### config.mk
export PLATFORM = sky130hd
export DESIGN_NAME = bcd_stopwatch_seconds
export DESIGN_NICKNAME = d
export VERILOG_FILES = /design/src/rtl/bcd_stopwatch_seconds.sv
export SDC_FILE = /design/constraint.sdc
export NUM_CORES = 1
export LEC_CHECK = 0
export CAP_MARGIN = 40
export CORE_ASPECT_RATIO = 0.6
export CORE_UTILIZATION = 56
export CTS_CLUSTER_SIZE = 10
export DETAILED_ROUTE_END_ITERATION = 10
export HOLD_SLACK_MARGIN = 0.02
export PLACE_DENSITY = 0.89
export SKIP_CTS_REPAIR_TIMING = 1
export SLEW_MARGIN = 20
export SYNTH_ARGS = -nofsm -noshare
export SYNTH_HDL_FRONTEND = slang
export SYNTH_SLANG_ARGS = --single-unit
### constraint.sdc
create_clock -name clk -period 2.64 [get_ports clk]
set_input_delay 0.528 -clock clk [delete_from_list [all_inputs] [get_ports clk]]
set_output_delay 0.528 -clock clk [all_outputs]
set_load 0.005 [all_outputs]
### src/rtl/bcd_stopwatch_seconds.sv
// Seconds core of the stopwatch: a free-running prescaler that emits a one-cycle
// second tick, driving a two-digit BCD seconds counter (00-99, wraps to 00).
module bcd_stopwatch_seconds #(
   parameter int unsigned CLKS_PER_TICK = 10_000_000,
   parameter int unsigned CNT_W         = 24
) (
   input  logic       clk,
   input  logic       rst,
   input  logic       enable,
   input  logic       clear,
   output logic       second_tick,
   output logic [7:0] number
);

   localparam logic [CNT_W-1:0] CNT_LAST = CNT_W'(CLKS_PER_TICK - 1);
   localparam int unsigned      N_DIGITS = 2;

   logic [CNT_W-1:0]    cnt_q;
   logic [CNT_W-1:0]    cnt_d;
   logic                cnt_at_last;
   logic [N_DIGITS-1:0] digit_adv;

   assign cnt_at_last = (cnt_q == CNT_LAST);

   // A paused prescaler holds its value so partial-second progress survives.
   always_comb begin
      cnt_d = cnt_q;
      if (enable) begin
         cnt_d = cnt_at_last ? '0 : cnt_q + CNT_W'(1);
      end
   end

   always_ff @(posedge clk) begin
      if (rst) begin
         cnt_q <= '0;
      end else begin
         cnt_q <= cnt_d;
      end
   end

   assign second_tick = enable & cnt_at_last & ~rst;

   // Ones advance on every tick; tens only when the ones digit rolls over.
   always_comb begin
      digit_adv    = '0;
      digit_adv[0] = second_tick;
      digit_adv[1] = second_tick & (number[3:0] >= 4'd9);
   end

   generate
      for (genvar gi = 0; gi < N_DIGITS; gi++) begin : g_digit
         logic [3:0] digit_q;
         logic [3:0] digit_d;
         logic       digit_wrap;

         assign digit_wrap = (digit_q >= 4'd9);

         always_comb begin
            digit_d = digit_q;
            if (clear) begin
               digit_d = 4'd0;
            end else if (digit_adv[gi]) begin
               digit_d = digit_wrap ? 4'd0 : digit_q + 4'd1;
            end
         end

         always_ff @(posedge clk) begin
            if (rst) begin
               digit_q <= 4'd0;
            end else begin
               digit_q <= digit_d;
            end
         end

         assign number[gi*4 +: 4] = digit_q;
      end
   endgenerate

endmodule

==> results of run 1 <==
==> placed cells by master, fill, tap and decap left out, drive strengths merged, types with 2 or more instances in the layout <==
cell type      instances
nand4b                 2
a211oi                 2
nor2                  32
buf                    8
mux2i                  2
a21oi                  6
inv                    7
nand4                  6
o21ai                  3
clkdlybuf4s50         11
ha                     7
a41oi                  2
or2                    3
and3                   4
o31ai                  2
nor3                   7
xnor2                 10
nand3                 14
nand2                 15
clkbuf                 5
xor2                  11
or4                    2
or3                    2
dfxtp                 32
nor4                   5
==> worst max-delay path by stage <==
stage / start / endpoint / slack (ns) / cells after the start
6_report: cnt_q[21] / second_tick / 0.20 / 4
5_1_grt: cnt_q[21] / second_tick / 0.11 / 4
4_1_cts: cnt_q[21] / second_tick / -0.21 / 4
3_5_place_dp: cnt_q[21] / second_tick / 0.1 / 4
3_3_place_gp: cnt_q[21] / second_tick / 0.09 / 4
2_1_floorplan: cnt_q[8] / g_digit[1].digit_q[0] / 0.23 / 6
==> through the flow <==
stage	setup TNS, ns	area [µm²]	total power [mW]
after detailed placement	0	1770	0.529
final	0	1850	0.847
after floorplan	0	1580	0.517
after global routing	0	1850	0.874
after CTS	-0.211	1840	0.852
after global placement	0	1770	0.527
==> sequential cells by signal (all words and copies together) (netlist names) <==
name,flops
cnt_q,24
g_digit.digit_q,8
==> cell type report <==
| cell class | count | area (µm²) | share of cell area |
|---|---|---|---|
| Tap cell | 32 | 40.0 | 0.0217 |
| Timing Repair Buffer | 20 | 183 | 0.0990 |
| Clock buffer | 5 | 68.8 | 0.0373 |
| Sequential cell | 32 | 641 | 0.347 |
| Inverter | 7 | 26.3 | 0.0142 |
| Multi-Input combinational cell | 144 | 887 | 0.481 |
==> kinds of logic (layout without fill, tap and decap cells) <==
kind of cell,after synthesis,count (layout)
buffers and inverters,13,32
multiplexers,2,2
XOR/XNOR,21,21
flip-flops,32,32
AND/OR/NAND/NOR,98,98
adder cells (fa/ha/maj),7,7
AO/OA/AOI/OAI,16,16
==> per-layer routing <==
layer  routed length, µm  track usage
met5                   0            0
met2                1480        0.375
met3                 313       0.0855
met1                1610        0.358
met4                  76        0.110
==> where the power goes <==
group | switching, mW | internal, mW | total, mW
combinational | 0.0149 | 0.0129 | 0.0278
sequential | 0.00463 | 0.486 | 0.491
clock | 0.159 | 0.169 | 0.329
total | 0.179 | 0.669 | 0.847
==> critical path: stages (launching register included) <==
cell and delay [ns]:
sky130_fd_sc_hd__dfxtp_1 0.33, sky130_fd_sc_hd__or4b_1 0.50, sky130_fd_sc_hd__or4_4 0.55, sky130_fd_sc_hd__nor3_2 0.11
sky130_fd_sc_hd__dlymetal6s2s_1 0.14
==> impl_metrics.sql, run 1 <==
INSERT INTO impl_metrics (metric_group, metric, value, unit) VALUES
('sta', 'slew-limit-headroom', '0.655', ''),
('logic_synthesis', 'synthMuxAreaShare', '0.0127', ''),
('layout', 'final_util', '0.712', ''),
('logic_synthesis', 'synth-adder-area-share', '0.0556', ''),
('worst_hold_path', 'min_to', 'cnt_q[23]', ''),
('pwr', 'power_density', '459', 'nW/µm²'),
('logic_synthesis', 'synth_compound_gate_area_share', '0.0635', ''),
('logic_synthesis', 'netlist_top_cells_count', '32 x sky130_fd_sc_hd__dfxtp_1, 32 x sky130_fd_sc_hd__nor2_1, 15 x sky130_fd_sc_hd__nand2_1, 14 x sky130_fd_sc_hd__nand3_1, 11 x sky130_fd_sc_hd__xor2_1', ''),
('layout', 'syn2layout_area_growth', '17.2', '%'),
('floorplan', 'core', '2590', 'µm²'),
('layout', 'finalNetCount', '221', ''),
('status', 'outcome', 'finished with violations', ''),
('worst_hold_path', 'min-delay-start', 'cnt_q[23]', ''),
('clocking', 'clkLatencyLatePin', '0.28', 'ns'),
('logic_synthesis', 'seq_area_frac_synth', '0.407', ''),
('drt', 'residual_drc_count', '2', ''),
('pwr', 'irDropWorstVdd', '0.435', 'mV'),
('sta', 'final_max_slew_viol_count', '0', ''),
('drt', 'drt-initial-drc-count', '122', ''),
('worst_setup_path', 'critical_path_maximum_fanout', '4', ''),
('sta', 'tightestPinTransition', '0.511', 'ns'),
('sta', 'timing.fmax', '0.410', 'GHz'),
('grt', 'first_pass_grt_wire_length', '5810', 'µm'),
('floorplan', 'std_cell_rows', '14', ''),
('logic_synthesis', 'synth_seq_cells', '32', ''),
('floorplan', 'floorplan.die.height', '43.1', 'µm'),
('status', 'violated_checks', 'DRC', ''),
('placement', 'dp_hpwl', '2690', 'µm'),
('sta', 'final-setup-viol-count', '0', ''),
('worst_setup_path', 'ff2ff_path_depth', '5', ''),
('logic_synthesis', 'postSynth.topFlopCell', 'sky130_fd_sc_hd__dfxtp_1', ''),
('logic_synthesis', 'ys_warn_count', '0', ''),
('logic_synthesis', 'syn_area', '1580', 'µm²'),
('floorplan', 'initial_util', '0.608', ''),
('sta', 'final-hold-violation-count', '0', ''),
('logic_synthesis', 'syn_avg_cell_area', '8.33', 'µm²'),
('clocking', 'clk_root_buffer_cell', 'sky130_fd_sc_hd__clkbuf_8', ''),
('worst_hold_path', 'hold_class', 'reg -> reg', ''),
('logic_synthesis', 'async_reset_ff_frac', '0', ''),
('grt', 'via_count_of_the_first_global_routing_pass', '1260', ''),
('clocking', 'cts_tree', 'yes', ''),
('layout', 'n_antenna_cell', '0', ''),
('placement', 'placed_cells_incl_taps', '235', ''),
('worst_setup_path', 'critical_path.reg2reg.startpoint', 'cnt_q[21]', ''),
('worst_setup_path', 'r2r_end', 'g_digit[1].digit_q[0]', ''),
('worst_setup_path', 'setup.worst_path.start_class', 'register', ''),
('clocking', 'tritoncts_num_sinks', '32', ''),
('placement', 'place.gp.congestion', '0.982', ''),
('clocking', 'cts_made_buffers', '5', ''),
('sta', 'final.hold.worst_slack', '0.510', 'ns'),
('grt', 'groute.usage.overall', '0.261', ''),
('drt', 'postRouteWirelength', '3480', 'µm'),
('sta', 'timing.final.crit_period', '2.44', 'ns'),
('logic_synthesis', 'combinational_family_with_the_most_area_after_synthesis', 'simple AND/OR/NAND/NOR gates', ''),
('drt', 'final_ant_viol_nets', '0', ''),
('logic_synthesis', 'netlist_instances', '189', ''),
('flow_run', 'drv_cap', '0', ''),
('sta', 'finClkSkew', '0.00666', 'ns'),
('worst_setup_path', 'crit_type', 'reg -> out', ''),
('clocking', 'clk_pin_slew', '0.06', 'ns'),
('logic_synthesis', 'synth.distinct_cells', '35', ''),
('placement', 'port_buffers', '12', ''),
('drt', 'post_drt_via_cell_ratio', '5.94', ''),
('floorplan', 'die_area', '3040', 'µm²'),
('floorplan', 'dieWidth', '70.5', 'µm'),
('logic_synthesis', 'post-synth-top-area-cell', 'sky130_fd_sc_hd__dfxtp_1', ''),
('worst_setup_path', 'critPathCaptureType', 'output pin', ''),
('clocking', 'cts_max_level', '2', ''),
('drt', 'route.vias.total', '1426', ''),
('floorplan', 'io_pins', '13', ''),
('layout', 'nFillCells', '203', '');
No activity file was read; power rests on OpenSTA's default activity.
==> run 2, diff against run 1 <==
--- a/config.mk
+++ b/config.mk
@@ -8,12 +8,10 @@
 export CAP_MARGIN = 40
 export CORE_ASPECT_RATIO = 0.6
 export CORE_UTILIZATION = 56
-export CTS_CLUSTER_SIZE = 10
 export DETAILED_ROUTE_END_ITERATION = 10
 export HOLD_SLACK_MARGIN = 0.02
 export PLACE_DENSITY = 0.89
 export SKIP_CTS_REPAIR_TIMING = 1
-export SLEW_MARGIN = 20
 export SYNTH_ARGS = -nofsm -noshare
 export SYNTH_HDL_FRONTEND = slang
 export SYNTH_SLANG_ARGS = --single-unit
==> results of run 2 <==
Final layout, timing and power as in run 1 (identical DEF).
==> run 3, diff against run 2 <==
--- a/config.mk
+++ b/config.mk
@@ -5,12 +5,13 @@
 export SDC_FILE = /design/constraint.sdc
 export NUM_CORES = 1
 export LEC_CHECK = 0
+export ABC_AREA = 1
 export CAP_MARGIN = 40
 export CORE_ASPECT_RATIO = 0.6
-export CORE_UTILIZATION = 56
+export CORE_UTILIZATION = 59
 export DETAILED_ROUTE_END_ITERATION = 10
 export HOLD_SLACK_MARGIN = 0.02
-export PLACE_DENSITY = 0.89
+export PLACE_DENSITY = 0.91
 export SKIP_CTS_REPAIR_TIMING = 1
 export SYNTH_ARGS = -nofsm -noshare
 export SYNTH_HDL_FRONTEND = slang
==> run 3 against run 2 <==
Against the previous run: the run now ends clean; highest routed layer unchanged; total power grew 17%; sequential share of layout area shrank 8.2 points; clock power grew 42%; clock-buffer cell count grew 1; critical path depth grew 4; design area grew 31%.
==> impl_metrics.sql, run 3 <==
INSERT INTO impl_metrics (metric_group, metric, value, unit) VALUES
('sta', 'finClkSkew', '0.00700', 'ns'),
('pwr', 'power_density', '412', 'nW/µm²'),
('worst_setup_path', 'critPathCaptureType', 'output pin', ''),
('placement', 'dp_hpwl', '4020', 'µm'),
('logic_synthesis', 'ys_warn_count', '0', ''),
('status', 'outcome', 'finished clean', ''),
('worst_setup_path', 'timing.critical_path.slowest_cell_delay', '0.49', 'ns'),
('layout', 'top_regs', 'cnt_q: 24 flops, g_digit.digit_q: 8 flops', ''),
('worst_setup_path', 'critical_path.reg2reg.startpoint', 'cnt_q[0]', ''),
('logic_synthesis', 'synth.net_count', '335', ''),
('grt', 'first_pass_grt_wire_length', '8650', 'µm'),
('sta', 'final-hold-violation-count', '0', ''),
('sta', 'rsz0062_at_grt', 'false', ''),
('worst_setup_path', 'crit_start', 'enable', ''),
('clocking', 'tritoncts_num_sinks', '32', ''),
('pwr', 'power.switching_fraction', '0.216', ''),
('logic_synthesis', 'netlist_instances', '324', ''),
('grt', 'groute.usage.overall', '0.303', ''),
('layout', 'nFillCells', '258', ''),
('worst_setup_path', 'crit_path_cell_trace', 'clkdlybuf4s50_1 -> nand2_1 -> nor2_2 -> nand2_2 -> nor2_4 -> nand3_2 -> inv_2 -> clkdlybuf4s50_1', ''),
('sta', 'final-setup-viol-count', '0', ''),
('worst_setup_path', 'critical_path_maximum_fanout', '2', ''),
('worst_hold_path', 'min-delay-start', 'cnt_q[20]', ''),
('grt', 'grt_max_degree', '14', ''),
('logic_synthesis', 'synth_seq_cells', '32', ''),
('sta', 'slew-limit-headroom', '0.599', ''),
('layout', 'finalNetCount', '355', ''),
('floorplan', 'dieWidth', '79.3', 'µm'),
('worst_hold_path', 'hold_class', 'reg -> reg', ''),
('drt', 'route.vias.total', '2071', ''),
('sta', 'final.period_utilization', '0.964', ''),
('logic_synthesis', 'postSynth.topFlopCell', 'sky130_fd_sc_hd__dfxtp_1', ''),
('pwr', 'power.static_leakage', '0.932', 'nW'),
('worst_setup_path', 'setup.worst_path.start_class', 'input pin', ''),
('worst_setup_path', 'required_time_at_the_endpoint_of_the_critical_path', '2.11', 'ns'),
('logic_synthesis', 'post-synth-top-count-cell', 'sky130_fd_sc_hd__nand2_1', ''),
('clocking', 'cts_max_path_buffers', '2', ''),
('logic_synthesis', 'post_synth_edffs', '0', ''),
('worst_setup_path', 'crit_type', 'in -> out', ''),
('floorplan', 'std_cell_rows', '16', ''),
('flow_run', 'drv_cap', '0', ''),
('logic_synthesis', 'syn_avg_cell_area', '6.53', 'µm²'),
('logic_synthesis', 'syn_area', '2120', 'µm²'),
('logic_synthesis', 'post-synth-top-area-cell', 'sky130_fd_sc_hd__dfxtp_1', ''),
('pwr', 'total_switching_power', '215', 'µW'),
('pwr', 'combPwrFrac', '0.042', ''),
('drt', 'wl_per_cell', '13.5', 'µm'),
('sta', 'tightestPinTransition', '0.601', 'ns'),
('drt', 'drt_pass1_iterations', '5', ''),
('layout', 'layoutNonFillerInstCount', '390', ''),
('placement', 'placed_cells_incl_taps', '382', ''),
('layout', 'syn2layout_area_growth', '14.1', '%'),
('floorplan', 'initial_util', '0.633', ''),
('clocking', 'cts_made_buffers', '5', ''),
('sta', 'timing.fmax', '0.393', 'GHz'),
('sta', 'timing.final.crit_period', '2.54', 'ns'),
('grt', 'grt_remaining_overflow', '0', ''),
('floorplan', 'floorplan.die.height', '48.4', 'µm'),
('worst_setup_path', 'timing.critical_path.arrival', '2.02', 'ns'),
('logic_synthesis', 'post_synth_main_area_contributors', 'sky130_fd_sc_hd__dfxtp_1 30%, sky130_fd_sc_hd__nand2_1 13%, sky130_fd_sc_hd__nor2_1 11%', ''),
('layout', 'share_of_cells_above_drive_strength_1', '0.130', ''),
('drt', 'final_ant_viol_nets', '0', ''),
('grt', 'antenna_found_initial', '0', ''),
('grt', 'via_count_of_the_first_global_routing_pass', '1917', ''),
('drt', 'residual_drc_count', '0', ''),
('sta', 'final_max_slew_viol_count', '0', ''),
('clocking', 'clk_pin_slew', '0.07', 'ns'),
('pwr', 'share_clk_of_total_power', '0.468', ''),
('clocking', 'clkLatencyLatePin', '0.29', 'ns'),
('drt', 'drt-initial-drc-count', '223', ''),
('placement', 'port_buffers', '12', ''),
('logic_synthesis', 'netlist_top_cells_count', '72 x sky130_fd_sc_hd__nand2_1, 63 x sky130_fd_sc_hd__nor2_1, 49 x sky130_fd_sc_hd__inv_1, 32 x sky130_fd_sc_hd__dfxtp_1, 16 x sky130_fd_sc_hd__nand3_1', ''),
('layout', 'mostFrequentLayoutCells', '72 x sky130_fd_sc_hd__nand2_1, 63 x sky130_fd_sc_hd__nor2_1, 49 x sky130_fd_sc_hd__inv_1, 32 x sky130_fd_sc_hd__dfxtp_1, 16 x sky130_fd_sc_hd__nand3_1', ''),
('floorplan', 'die_area', '3840', 'µm²'),
('layout', 'multi_input_area', '1260', 'µm²'),
('logic_synthesis', 'synth.distinct_cells', '32', ''),
('pwr', 'power_report.internal_total', '780', 'µW'),
('logic_synthesis', 'netlist.area_leader.share', '0.303', ''),
('floorplan', 'io_pins', '13', ''),
('placement', 'place.gp.congestion', '0.889', ''),
('floorplan', 'core', '3340', 'µm²'),
('clocking', 'clk_root_buffer_cell', 'sky130_fd_sc_hd__clkbuf_8', ''),
('pwr', 'irDropWorstVdd', '0.337', 'mV'),
('layout', 'largest_register', 'cnt_q', ''),
('layout', 'mostFrequentLayoutCell', 'sky130_fd_sc_hd__nand2_1', ''),
('pwr', 'seq_power_share', '0.490', ''),
('sta', 'total_neg_setup_slack', '0', 'ns'),
('layout', 'n_antenna_cell', '0', ''),
('clocking', 'cts_max_level', '2', ''),
('worst_setup_path', 'crit_path_frequent_cell', 'sky130_fd_sc_hd__clkdlybuf4s50_1', ''),
('layout', 'flip_flop_count_of_the_largest_register_all_copies_and_words_added', '24', ''),
('layout', 'register_area', '641', 'µm²'),
('drt', 'postRouteWirelength', '5280', 'µm'),
('drt', 'post_drt_via_cell_ratio', '5.31', ''),
('logic_synthesis', 'async_reset_ff_frac', '0', ''),
('logic_synthesis', 'seq_area_frac_synth', '0.303', ''),
('clocking', 'cts_tree', 'yes', ''),
('worst_setup_path', 'crit_path_top_delay_cell', 'sky130_fd_sc_hd__clkdlybuf4s50_1', '');
==> run 3: cell types whose count changed in the layout (fill, tap and decap cells not counted), moves of 6 or more <==
cell	change
sky130_fd_sc_hd__nand2_1	+57
sky130_fd_sc_hd__inv_1	+42
sky130_fd_sc_hd__nor2_1	+31
sky130_fd_sc_hd__xnor2_1	-10
sky130_fd_sc_hd__a21oi_1	+6
sky130_fd_sc_hd__nand2_2	+6
sky130_fd_sc_hd__nor2_2	+6
==> run 3: area by class of cell <==
type	instances	area share
Multi-Input combinational cell	237	0.524
Timing Repair Buffer	16	0.0622
Tap cell	45	0.0233
Clock inverter	2	0.0145
Sequential cell	32	0.265
Clock buffer	6	0.0301
Inverter	52	0.0809
==> run 3: per-layer routing <==
metal | vias to the layer above | GRT usage | share of wire
met5 | - | 0 | 0
met4 | 0 | 0.112 | 0.017
met3 | 12 | 0.0717 | 0.088
met2 | 93 | 0.435 | 0.40
met1 | 915 | 0.437 | 0.49
li1 | 1051 | - | -
==> run 3: metrics by stage <==
stage                util  instance area (µm²)  total power, mW  hold WS (ns)  setup slack [ns]
finish              0.722                 2410            0.996         0.482            0.0952
global route        0.722                 2410             1.03         0.521            0.0144
CTS                 0.720                 2410            0.998         0.485            0.0796
detailed placement  0.688                 2300            0.539         0.476            0.0801
global placement    0.688                 2300            0.537         0.464             0.109
floorplan               -                 2120            0.523         0.452              1.01
==> run 3: critical path, delay by kind of cell <==
kind / cells / cell delay [ns]
AND/OR/NAND/NOR: 5 / 0.46
buffers and inverters: 3 / 1.04
==> run 3: path summary, 6_finish.rpt <==
check / to / slack, ns / cells past startpoint
worst min-delay path: cnt_q[20] / 0.48 / 2
worst max-delay path: second_tick / 0.1 / 8
worst max register to register: cnt_q[13] / 0.90 / 8
worst min register to register: cnt_q[20] / 0.48 / 2
==> run 3: power by group through the flow <==
| stage | Combinational, mW | Sequential [mW] | Clock (mW) |
|---|---|---|---|
| 6_report | 0.0414 | 0.488 | 0.466 |
| 5_1_grt | 0.0452 | 0.488 | 0.495 |
| 4_1_cts | 0.0404 | 0.488 | 0.469 |
| 3_5_place_dp | 0.0399 | 0.499 | 0 |
| 3_3_place_gp | 0.0386 | 0.499 | 0 |
| 2_1_floorplan | 0.0247 | 0.498 | 0 |
==> run 3: cell families after synthesis <==
group	synth area share
and+or+nand+nor	0.452
buffers and inverters	0.102
DFF	0.303
AOI/OAI and AO/OA	0.0763
adders and majority gates	0.0414
xor gates and xnor gates	0.0248
